### src/rtl/instr_realign_buf.sv
// Fetch-stage instruction realigner: splits fetch blocks into 16/32-bit instructions and queues them with PC.
// Define REALIGN_RVC_EN for compressed support; without it every aligned 32-bit word is one instruction.
module instr_realign_buf #(
  parameter int FETCH_W = 32,
  parameter int DEPTH   = 4
) (
  input  logic                   clk_i,
  input  logic                   rst_i,
  input  logic                   flush_i,
  input  logic                   fetch_valid_i,
  output logic                   fetch_ready_o,
  input  logic [FETCH_W-1:0]     fetch_data_i,
  input  logic [31:0]            fetch_pc_i,
  output logic                   instr_valid_o,
  input  logic                   instr_ready_i,
  output logic [31:0]            instr_o,
  output logic [31:0]            instr_pc_o,
  output logic                   instr_compressed_o,
  output logic [$clog2(DEPTH):0] count_o
);

  localparam int NSLOT = FETCH_W / 16;
  localparam int NWORD = FETCH_W / 32;
  localparam int OFFW  = $clog2(FETCH_W / 8);
  localparam int PW    = $clog2(DEPTH);
  localparam int CW    = PW + 1;
`ifdef REALIGN_RVC_EN
  localparam int NEED  = NSLOT;
`else
  localparam int NEED  = NWORD;
`endif

  typedef struct packed {
    logic [31:0] instr;
    logic [31:0] pc;
    logic        comp;
  } entry_t;

  entry_t          mem_q [DEPTH];
  entry_t          mem_d [DEPTH];
  entry_t          head_q, head_d;
  logic [PW-1:0]   rd_ptr_q, rd_ptr_d;
  logic [PW-1:0]   wr_ptr_q, wr_ptr_d;
  logic [CW-1:0]   count_q, count_d;

  logic            accept;
  logic            pop;
  logic [CW-1:0]   n_push;
  logic [PW-1:0]   wa;
  logic [31:0]     base;

`ifdef REALIGN_RVC_EN
  logic            pend_q, pend_d;
  logic [15:0]     pend_hw_q, pend_hw_d;
  logic [31:0]     pend_pc_q, pend_pc_d;
  logic [FETCH_W+15:0] data_ext;
  logic [OFFW-2:0] start_slot;
  logic [15:0]     hw;
  logic            skip;
  logic            pend_live;

  assign data_ext   = {16'h0000, fetch_data_i};
  assign start_slot = fetch_pc_i[OFFW-1:1];
`else
  logic [OFFW-1:0] start_word;

  assign start_word = fetch_pc_i[OFFW-1:0] >> 2;
`endif

  assign base          = {fetch_pc_i[31:OFFW], {OFFW{1'b0}}};
  assign fetch_ready_o = !flush_i && (count_q <= CW'(DEPTH - NEED));
  assign accept        = fetch_valid_i && fetch_ready_o;
  assign instr_valid_o = (count_q != '0);
  assign pop           = instr_valid_o && instr_ready_i && !flush_i;

  always_comb begin
    mem_d    = mem_q;
    rd_ptr_d = rd_ptr_q;
    wr_ptr_d = wr_ptr_q;
    head_d   = head_q;
    n_push   = '0;
    wa       = wr_ptr_q;
`ifdef REALIGN_RVC_EN
    pend_d    = pend_q;
    pend_hw_d = pend_hw_q;
    pend_pc_d = pend_pc_q;
    hw        = '0;
    skip      = 1'b0;
    pend_live = 1'b0;
    if (accept) begin
      // A discontinuous block silently drops any held first half.
      pend_live = pend_q && (fetch_pc_i == pend_pc_q + 32'd2);
      pend_d    = 1'b0;
      for (int s = 0; s < NSLOT; s++) begin
        hw = data_ext[16*s +: 16];
        wa = wr_ptr_q + n_push[PW-1:0];
        if (s >= int'(start_slot)) begin
          if (skip) begin
            skip = 1'b0;
          end else if (pend_live) begin
            mem_d[wa] = {hw, pend_hw_q, pend_pc_q, 1'b0};
            n_push    = n_push + CW'(1);
            pend_live = 1'b0;
          end else if (hw[1:0] != 2'b11) begin
            mem_d[wa] = {16'h0000, hw, base + 32'(2*s), 1'b1};
            n_push    = n_push + CW'(1);
          end else if (s + 1 < NSLOT) begin
            mem_d[wa] = {data_ext[16*(s+1) +: 16], hw, base + 32'(2*s), 1'b0};
            n_push    = n_push + CW'(1);
            skip      = 1'b1;
          end else begin
            pend_d    = 1'b1;
            pend_hw_d = hw;
            pend_pc_d = base + 32'(2*s);
          end
        end
      end
    end
`else
    if (accept) begin
      for (int s = 0; s < NWORD; s++) begin
        wa = wr_ptr_q + n_push[PW-1:0];
        if (s >= int'(start_word)) begin
          mem_d[wa] = {fetch_data_i[32*s +: 32], base + 32'(4*s), 1'b0};
          n_push    = n_push + CW'(1);
        end
      end
    end
`endif

    wr_ptr_d = wr_ptr_q + n_push[PW-1:0];
    if (pop) begin
      rd_ptr_d = rd_ptr_q + PW'(1);
    end
    count_d = count_q + n_push - {{(CW-1){1'b0}}, pop};

    if (flush_i) begin
      count_d  = '0;
      rd_ptr_d = wr_ptr_q;
      wr_ptr_d = wr_ptr_q;
`ifdef REALIGN_RVC_EN
      pend_d   = 1'b0;
`endif
    end

    // Head is re-registered so an empty queue keeps showing the last instruction.
    if (count_d != '0) begin
      head_d = mem_d[rd_ptr_d];
    end
  end

  always_ff @(posedge clk_i or posedge rst_i) begin
    if (rst_i) begin
      for (int i = 0; i < DEPTH; i++) begin
        mem_q[i] <= '0;
      end
      head_q   <= '0;
      rd_ptr_q <= '0;
      wr_ptr_q <= '0;
      count_q  <= '0;
`ifdef REALIGN_RVC_EN
      pend_q    <= 1'b0;
      pend_hw_q <= '0;
      pend_pc_q <= '0;
`endif
    end else begin
      mem_q    <= mem_d;
      head_q   <= head_d;
      rd_ptr_q <= rd_ptr_d;
      wr_ptr_q <= wr_ptr_d;
      count_q  <= count_d;
`ifdef REALIGN_RVC_EN
      pend_q    <= pend_d;
      pend_hw_q <= pend_hw_d;
      pend_pc_q <= pend_pc_d;
`endif
    end
  end

  assign instr_o            = head_q.instr;
  assign instr_pc_o         = head_q.pc;
  assign instr_compressed_o = head_q.comp;
  assign count_o            = count_q;

endmodule

### config.mk
export PLATFORM = sky130hd
export DESIGN_NAME = instr_realign_buf
export DESIGN_NICKNAME = d
export VERILOG_FILES = /design/src/rtl/instr_realign_buf.sv
export SDC_FILE = /design/constraint.sdc
export NUM_CORES = 1
export LEC_CHECK = 0
export CAP_MARGIN = 20
export CELL_PAD_IN_SITES_DETAIL_PLACEMENT = 1
export CELL_PAD_IN_SITES_GLOBAL_PLACEMENT = 1
export CORE_ASPECT_RATIO = 2
export CORE_UTILIZATION = 51
export DETAILED_ROUTE_END_ITERATION = 10
export PLACE_DENSITY = 0.85
export SLEW_MARGIN = 0
export SYNTH_ARGS = -nofsm -noshare
export SYNTH_HDL_FRONTEND = slang
export SYNTH_SLANG_ARGS = --single-unit
### constraint.sdc
create_clock -name clk_i -period 17.51 [get_ports clk_i]
set_clock_uncertainty 0.05 [all_clocks]
set_input_delay 1.751 -clock clk_i [delete_from_list [all_inputs] [get_ports clk_i]]
set_output_delay 1.751 -clock clk_i [all_outputs]
set_load 0.01 [all_outputs]
==> flow_summary.yaml, run 1 <==
critical_path:
  cp-startpoint: "flush_i"
  arrival_ps: 6290
  r2r_start: "count_o[2]$_DFF_PP0_"
  r2r_slack_ps: 12710
  start_kind: "primary input"
  timing.rr.end: "instr_pc_o[30]$_DFFE_PP0P_"
  crit_path_max_fanout: 39
  cp.required_ps: 17920
  crit_type: "in2reg"
  worstSetupEndpointType: "flop"
  reg2regPathDepth: 16
grt:
  grt-ovfl-total: 0
  grt_first_pass_wirelength_mm: 70.0
  antenna_found_initial: 4
  grt_pass1_vias: 12600
  grtUsageTotal: 0.302
  grt_max_degree: 134
floorplan:
  die_y_um: 246
  ios: 139
  core_area_um2: 29400
  rows: 89
  die_area_um2: 30500
  fp.dieW_um: 124
  initial_core_util: 0.516
finish:
  drive_gt1_frac: 0.0985
  fin_area_um2: 17700
  syn_to_final_growth_pct: 16.8
  nets: 1352
  fin_cells: 1668
sta:
  setup_violations: 0
  period_share: 0.336
  clock.fmax_mhz: 170
  tns_ps: 0
  slew_headroom: 0.241
  worst_slew_pin_slew_ps: 1140
  period_minus_slack_ps: 5880
  hold_viol: 0
  rsz0062_at_grt: "no"
  drv_slew: 0
clock_network:
  post-cts-setup-buffers: 0
  clk_latency_ps: 570
  cts_buffer_depth: 3
  clkSinkCount: 332
  cts_made_buffers: 30
  cts_resized: 0
  postCtsHoldBufs: 0
  cts_root_buf: "clkbuf_16"
  cts_tree: "done"
  htreeDepth: 1
  path_clk_slew_ps: 70
hold_path:
  min_to: "mem_q[183]$_DFF_PP0_"
  hold_class: "reg2reg"
  min_from: "mem_q[183]$_DFF_PP0_"
  whs_path_depth: 1
synth:
  async_flop_share: 1.00
  synth_common_cells: "dfrtp_1 (332), mux2_1 (208), nand2_1 (71)"
  synth_area_um2: 15200
  synth_top_area_share: 0.548
  synthTopCellsByArea: "dfrtp_1 (55%), mux2_1 (15%), nand4b_1 (3.6%)"
  avgSynthCellArea_um2: 12.6
  ys_warn_count: 0
  syn_nets: 1277
  ys.flop_type: "dfrtp_1"
  syn_inst: 1203
  synth_largest_area_cell: "dfrtp_1"
  yosysMostFrequentCell: "dfrtp_1"
  synth_enable_flop_cells: 0
  ys_seq_area_frac: 0.548
  ys_ff_latch: 332
  synth_cell_types: 41
drt:
  vias: 11100
  drc: 0
  drt_iter0_drc: 666
  wirelength_mm: 44.5
  final_antenna_net_count: 0
  viasPerCell: 6.63
  drt-pass1-iter-count: 5
  post_drt_wl_per_cell_um: 26.6
outcome:
  outcome: "complete, no violations"
flow_run:
  maxCapViolCount: 0
placement:
  numPortBuffers: 136
  placed_area_um2: 16700
  dp_cells: 1610
  gp_congestion: 0.727
  hpwl_mm: 24.6
power:
  p_leak_uw: 0.00727
  p_per_area_nw_per_um2: 197
  switchingPower_uw: 1340
  intPower_uw: 2140
  clock_power_share: 0.195
  combPwrFrac: 0.413
  netSwitchingFraction: 0.386
  power_frac_seq: 0.392
  peakVddDrop_v: 0.000156
==> power by group through the flow <==
stage	sequential [uW]	combinational, uW	clock, uW
6_report	1370	1440	680
3_3_place_gp	1330	1360	0
3_5_place_dp	1360	1430	0
4_1_cts	1360	1450	689
5_1_grt	1400	1540	714
2_1_floorplan	1320	908	0
==> placed cells by master, fill, tap and decap left out, types with 5 or more instances in the layout <==
cell type and count:
and2_1 10, nor2_1 66, mux2i_1 6, nand3b_1 64
nand2_1 71, nor2b_1 5, nand4b_1 62, clkbuf_1 7
o2111ai_1 62, clkinv_2 6, mux2_2 41, o311ai_1 56
o311ai_2 7, clkdlybuf4s50_1 136, o22ai_1 62, buf_4 17
inv_1 6, mux2_1 208, dfrtp_1 332, clkbuf_16 31
==> per-stage QoR <==
step	utilization	setup WS [ps]	hold slack [ps]	total power, uW
2_1_floorplan	-	6510	400	2230
3_3_place_gp	0.568	11220	414	2690
3_5_place_dp	0.568	11120	420	2790
4_1_cts	0.602	11660	437	3500
5_1_grt	0.603	11420	444	3660
6_report	0.603	11630	436	3480
==> worst max-delay path: stages <==
cell and delay [ps]:
clkdlybuf4s50_1 740, inv_1 250, and4_1 310, inv_1 70
ha_1 300, inv_1 70, ha_1 150, inv_1 60
fa_1 410, xor2_1 210, a31o_4 290, nor2_4 630
buf_4 580, o2111ai_1 280, o311ai_1 140
==> final cells by class <==
cell class | instances | area, um^2
antenna | 4 | 10.0
tap | 364 | 455
clock inverter | 12 | 143
multi-input combinational | 754 | 6420
inverter | 7 | 33.8
sequential | 332 | 8310
timing repair buffer | 153 | 1490
fill | 2931 | 11700
clock buffer | 42 | 857
==> sequential cells by signal, summed over array words and instances, names as in the netlist <==
name,flops
rd_ptr_q,2
instr_pc_o,32
instr_o,32
instr_compressed_o,1
mem_q,260
wr_ptr_q,2
count_o,3
==> how the worst max path moves through the flow <==
stage          depth (start not counted)                    endpoint
2_1_floorplan                          1        count_o[0]$_DFF_PP0_
3_3_place_gp                          15     instr_o[12]$_DFFE_PP0P_
3_5_place_dp                          15     instr_o[15]$_DFFE_PP0P_
4_1_cts                               15     instr_o[15]$_DFFE_PP0P_
5_1_grt                               15     instr_o[26]$_DFFE_PP0P_
6_report                              15  instr_pc_o[30]$_DFFE_PP0P_
==> cell families (layout without fill, tap and decap cells) <==
logic type,count (synthesis),in the layout,share of synthesized area
AO/OA/AOI/OAI,196,196,0.106
XOR/XNOR,5,5,0.00289
adder cells (fa/ha/maj),5,5,0.00462
buffers and inverters,117,214,0.0339
flip-flops,332,332,0.548
multiplexers,255,255,0.189
other,0,4,0
AND/OR/NAND/NOR,293,293,0.116
==> routing by layer <==
metal	part of all wire	routed length (um)	global-route usage
met5	0	0	0
met4	0.040	1780	0.164
met3	0.034	1530	0.0313
met2	0.54	24200	0.541
met1	0.38	16900	0.346
Power figures use the tool's default switching activity.
==> run 2: changes to the inputs <==
--- a/config.mk
+++ b/config.mk
@@ -9,9 +9,9 @@
 export CELL_PAD_IN_SITES_DETAIL_PLACEMENT = 1
 export CELL_PAD_IN_SITES_GLOBAL_PLACEMENT = 1
 export CORE_ASPECT_RATIO = 2
-export CORE_UTILIZATION = 51
+export CORE_UTILIZATION = 47
 export DETAILED_ROUTE_END_ITERATION = 10
-export PLACE_DENSITY = 0.85
+export PLACE_DENSITY = 0.8
 export SLEW_MARGIN = 0
 export SYNTH_ARGS = -nofsm -noshare
 export SYNTH_HDL_FRONTEND = slang
==> constraint.sdc (replaced) <==
create_clock -name clk_i -period 5.5 [get_ports clk_i]
set_clock_uncertainty 0.05 [all_clocks]
set_input_delay 0.55 -clock clk_i [delete_from_list [all_inputs] [get_ports clk_i]]
set_output_delay 0.55 -clock clk_i [all_outputs]
set_load 0.01 [all_outputs]
==> run 2 against run 1 <==
Via count is 0.67% lower. Cell count is 4.5% higher. Largest cell class unchanged. Register-to-register slack worse by 12000 ps. Die area is 8.4% higher. Sequential power grew to 3.2 times the previous value.
==> flow_summary.yaml, run 2 (synthesis gave the netlist of run 1 again) <==
critical_path:
  r2r_start: "count_o[2]$_DFF_PP0_"
  worstSetupEndpointType: "flop"
  crit_type: "reg2reg"
  start_kind: "flop"
  crit_path_max_fanout: 21
  reg2regPathDepth: 15
  arrival_ps: 4740
  r2r_slack_ps: 1160
  timing.rr.end: "instr_o[3]$_DFFE_PP0P_"
  cp.required_ps: 5890
sta:
  setup_violations: 0
  slew_headroom: 0.271
  tns_ps: 0
  clock.fmax_mhz: 230
  worst_slew_pin_slew_ps: 1090
  period_share: 0.790
  drv_slew: 0
  period_minus_slack_ps: 4340
  rsz0062_at_grt: "no"
  whs_ps: 335
  hold_viol: 0
drt:
  vias: 11000
  post_drt_wl_per_cell_um: 25.8
  drt_iter0_drc: 548
  wirelength_mm: 45.0
  drt-pass1-iter-count: 5
  viasPerCell: 6.30
  final_antenna_net_count: 0
  drc: 0
clock_network:
  cts_root_buf: "clkbuf_16"
  clk_latency_ps: 580
  cts_made_buffers: 30
  path_clk_slew_ps: 70
  clkSinkCount: 332
  cts_tree: "done"
  cts_resized: 0
  postCtsHoldBufs: 0
  htreeDepth: 1
  post-cts-setup-buffers: 0
  cts_buffer_depth: 3
power:
  clock_power_share: 0.206
  combPwrFrac: 0.412
  power_frac_seq: 0.382
  intPower_uw: 7030
  peakVddDrop_v: 0.000432
  switchingPower_uw: 4300
  p_per_area_nw_per_um2: 628
  netSwitchingFraction: 0.379
  p_leak_uw: 0.00740
finish:
  nets: 1365
  drive_gt1_frac: 0.110
  syn_to_final_growth_pct: 18.9
  nFillCells: 3154
  final_cell_mix: "dfrtp_1 (332), mux2_1 (208), clkdlybuf4s50_1 (136), nand2_1 (71), nor2_1 (66)"
  regMostFlops: "mem_q"
  largest_reg_flops: 260
  final_common_cell: "dfrtp_1"
placement:
  numPortBuffers: 136
  gp_congestion: 0.753
  hpwl_mm: 25.8
floorplan:
  fp.dieW_um: 129
  core_area_um2: 31700
  initial_core_util: 0.479
  rows: 92
  die_y_um: 256
  ios: 139
  die_area_um2: 33000
grt:
  grt.met2_usage: 0.521
  grt_first_pass_wirelength_mm: 72.6
  grt_max_degree: 113
  grt-ovfl-total: 0
  grt_pass1_vias: 12700
  busiest_layer: "met2"
  antenna_found_initial: 5
  grt_use_met3: 0.0316
  use_met1: 0.329
  grtUsageTotal: 0.287
hold_path:
  hold_class: "in2async"
outcome:
  outcome: "complete, no violations"
flow_run:
  maxCapViolCount: 0
-- run 2: worst max path at each step --
stage / from / to / cells after the start
2_1_floorplan: rst_i / count_o[0]$_DFF_PP0_ / 1
3_3_place_gp: flush_i / instr_pc_o[23]$_DFFE_PP0P_ / 14
3_5_place_dp: flush_i / instr_o[12]$_DFFE_PP0P_ / 14
4_1_cts: count_o[2]$_DFF_PP0_ / instr_o[3]$_DFFE_PP0P_ / 15
5_1_grt: count_o[2]$_DFF_PP0_ / instr_o[3]$_DFFE_PP0P_ / 15
6_report: count_o[2]$_DFF_PP0_ / instr_o[3]$_DFFE_PP0P_ / 15
-- run 2: worst max-delay path, cell delays in order (launching register included) --
cell	delay [ps]
dfrtp_1	530
inv_1	130
ha_1	220
nand3b_1	200
and4_1	320
inv_1	70
ha_1	280
inv_1	60
ha_1	140
inv_1	60
fa_1	400
xor2_1	190
a31o_4	360
o21bai_4	440
buf_4	360
o311ai_1	380
-- run 2: layer usage --
layer,vias to the layer above,part of all wire
met3,93,0.031
li1,4731,-
met2,262,0.54
met1,5894,0.39
met4,0,0.039
met5,-,0
-- run 2: per-stage QoR --
step	area [um^2]	power [uW]	setup WS (ps)	cells	utilization
CTS	18000	11400	1160	1738	0.569
global route	18000	11900	950	1743	0.570
global placement	16900	8710	1250	1682	0.535
detailed placement	16900	8980	1160	1682	0.535
floorplan	15200	7100	465	1203	-
finish	18000	11300	1160	1743	0.570
-- run 2: power groups by stage --
stage	combinational [uW]	clock, uW	sequential, uW
6_report	4660	2330	4330
5_1_grt	5020	2460	4450
3_3_place_gp	4460	0	4250
2_1_floorplan	2890	0	4210
3_5_place_dp	4630	0	4350
4_1_cts	4700	2370	4320
-- run 2: layout make-up --
class,instances,area (um^2),area share
diodes,5,12.5,0.000694
clock buffers,42,867,0.0481
multi-input cells,754,6410,0.355
inverters,7,30.0,0.00166
well taps,423,529,0.0293
flip-flops and latches,332,8310,0.461
clock inverters,14,230,0.0128
repair buffers,166,1650,0.0914
==> run 3: changes to the inputs <==
==> constraint.sdc (replaced) <==
create_clock -name clk_i -period 4.3 [get_ports clk_i]
set_clock_uncertainty 0.05 [all_clocks]
set_input_delay 0.43 -clock clk_i [delete_from_list [all_inputs] [get_ports clk_i]]
set_output_delay 0.43 -clock clk_i [all_outputs]
set_load 0.01 [all_outputs]
==> run 3 against run 2 <==
Wire length fell by 0.49%. Die area did not move. Register-to-register slack got worse by 930 ps. Cell area fell by 0.20%. Critical path type unchanged.
==> flow_summary.yaml, run 3 (synthesis gave the netlist of run 1 again) <==
outcome:
  outcome: "complete, no violations"
critical_path:
  arrival_ps: 4450
  start_kind: "flop"
  crit_path_max_fanout: 50
  cp-startpoint: "count_o[1]$_DFF_PP0_"
  slowest_delay_ps: 500
  crit_slowest_cell: "dfrtp_1"
  critical_path_buf_inv_count: 4
  crit_type: "reg2reg"
  crit_chain: "ha_1 -> nand3b_1 -> and4_1 -> inv_1 -> ha_1 -> inv_1 -> ha_1 -> inv_1 -> fa_1 -> xor2_1 -> a31o_4 -> o21bai_4 -> buf_12 -> o311ai_1"
  worstSetupEndpointType: "flop"
  r2r_start: "count_o[1]$_DFF_PP0_"
  critPathTopFamily: "adder cells"
  cp.required_ps: 4680
floorplan:
  rows: 92
  initial_core_util: 0.479
  core_area_um2: 31700
  die_y_um: 256
  die_area_um2: 33000
  ios: 139
  fp.dieW_um: 129
grt:
  grt_max_degree: 108
  grtUsageTotal: 0.283
  grt_pass1_vias: 12500
  grt-ovfl-total: 0
  antenna_found_initial: 4
  grt_first_pass_wirelength_mm: 71.5
finish:
  final_util: 0.569
  drive_gt1_frac: 0.111
  multi_input_area_um2: 6410
  syn_to_final_growth_pct: 18.7
  nFillCells: 3164
  final_common_cell: "dfrtp_1"
  fin_area_um2: 18000
  final_cell_mix: "dfrtp_1 (332), mux2_1 (208), clkdlybuf4s50_1 (136), nand2_1 (71), nor2_1 (66)"
  largest_reg_flops: 260
  regMostFlops: "mem_q"
  nets: 1363
  regArea_um2: 8310
placement:
  placed_area_um2: 17000
  dp_worst_setup_slack_ps: 342
  gp_congestion: 0.748
  hpwl_mm: 25.0
  numPortBuffers: 136
drt:
  post_drt_wl_per_cell_um: 25.8
  final_antenna_net_count: 0
  wirelength_mm: 44.8
  vias: 11000
  drt-pass1-iter-count: 6
  drc: 0
  drt_iter0_drc: 583
  viasPerCell: 6.32
power:
  design_power_total_uw: 14300
  p_per_area_nw_per_um2: 797
  p_leak_uw: 0.00739
  peakVddDrop_v: 0.000509
clock_network:
  cts_resized: 0
  cts_root_buf: "clkbuf_16"
  htreeDepth: 1
  postCtsHoldBufs: 0
  cts_buffer_depth: 3
  path_clk_slew_ps: 80
  clk_latency_ps: 560
  post-cts-setup-buffers: 0
  clkSinkCount: 332
  cts_tree: "done"
  cts_made_buffers: 29
sta:
  slew_headroom: 0.270
  period_share: 0.947
  clock.fmax_mhz: 246
  drv_slew: 0
  layout_setup_ws_ps: 228
  worst_slew_pin_slew_ps: 1090
  hold_viol: 0
  rsz0062_at_grt: "no"
  tns_ps: 0
  period_minus_slack_ps: 4070
  setup_violations: 0
flow_run:
  maxCapViolCount: 0
hold_path:
  hold_class: "in2async"
-- run 3: final cells by class --
cell class,instances,share of cell area
Antenna cell,4,0.000556
Clock buffer,38,0.0466
Clock inverter,15,0.0101
Inverter,7,0.00167
Multi-Input combinational cell,754,0.356
Sequential cell,332,0.462
Tap cell,423,0.0294
Timing Repair Buffer,165,0.0940
-- run 3: final timing paths --
path,endpoint,slack (ps),cells past startpoint
max,instr_o[7]$_DFFE_PP0P_,230,14
min in group clk_i,mem_q[191]$_DFF_PP0_,430,1
max reg2reg,instr_o[7]$_DFFE_PP0P_,230,14
min reg2reg,mem_q[191]$_DFF_PP0_,430,1
max in group asynchronous,instr_pc_o[6]$_DFFE_PP0P_,2950,3
min,mem_q[151]$_DFF_PP0_,260,2
-- run 3: through the flow --
step | hold WS (ps) | instances
finish | 263 | 1738
global route | 317 | 1738
CTS | 283 | 1734
detailed placement | 417 | 1681
global placement | 414 | 1681
floorplan | 400 | 1203
-- run 3: metal layers --
metal  up-vias  part of all wire  wire [um]  track usage
met5         -                 0          0            0
met4         0             0.032       1420        0.123
met3        74             0.033       1480       0.0263
met2       257              0.54      24300        0.512
met1      5932              0.39      17600        0.335
li1       4728                 -          -            -
-- run 3: power by group --
group	total [uW]	leakage [uW]	switching [uW]	internal, uW
combinational	5990	0.00283	3390	2600
sequential	5520	0.00405	883	4640
clock	2820	0.000512	1210	1610
-- run 3: worst reg2reg max path: cells and delay by family (launching register included) --
kind            cells  cell delay (ps)
buf+inv             4              520
flops               1              500
fa+ha+maj           4             1130
xor+xnor            1              200
simple gates        2              510
compound gates      3             1040
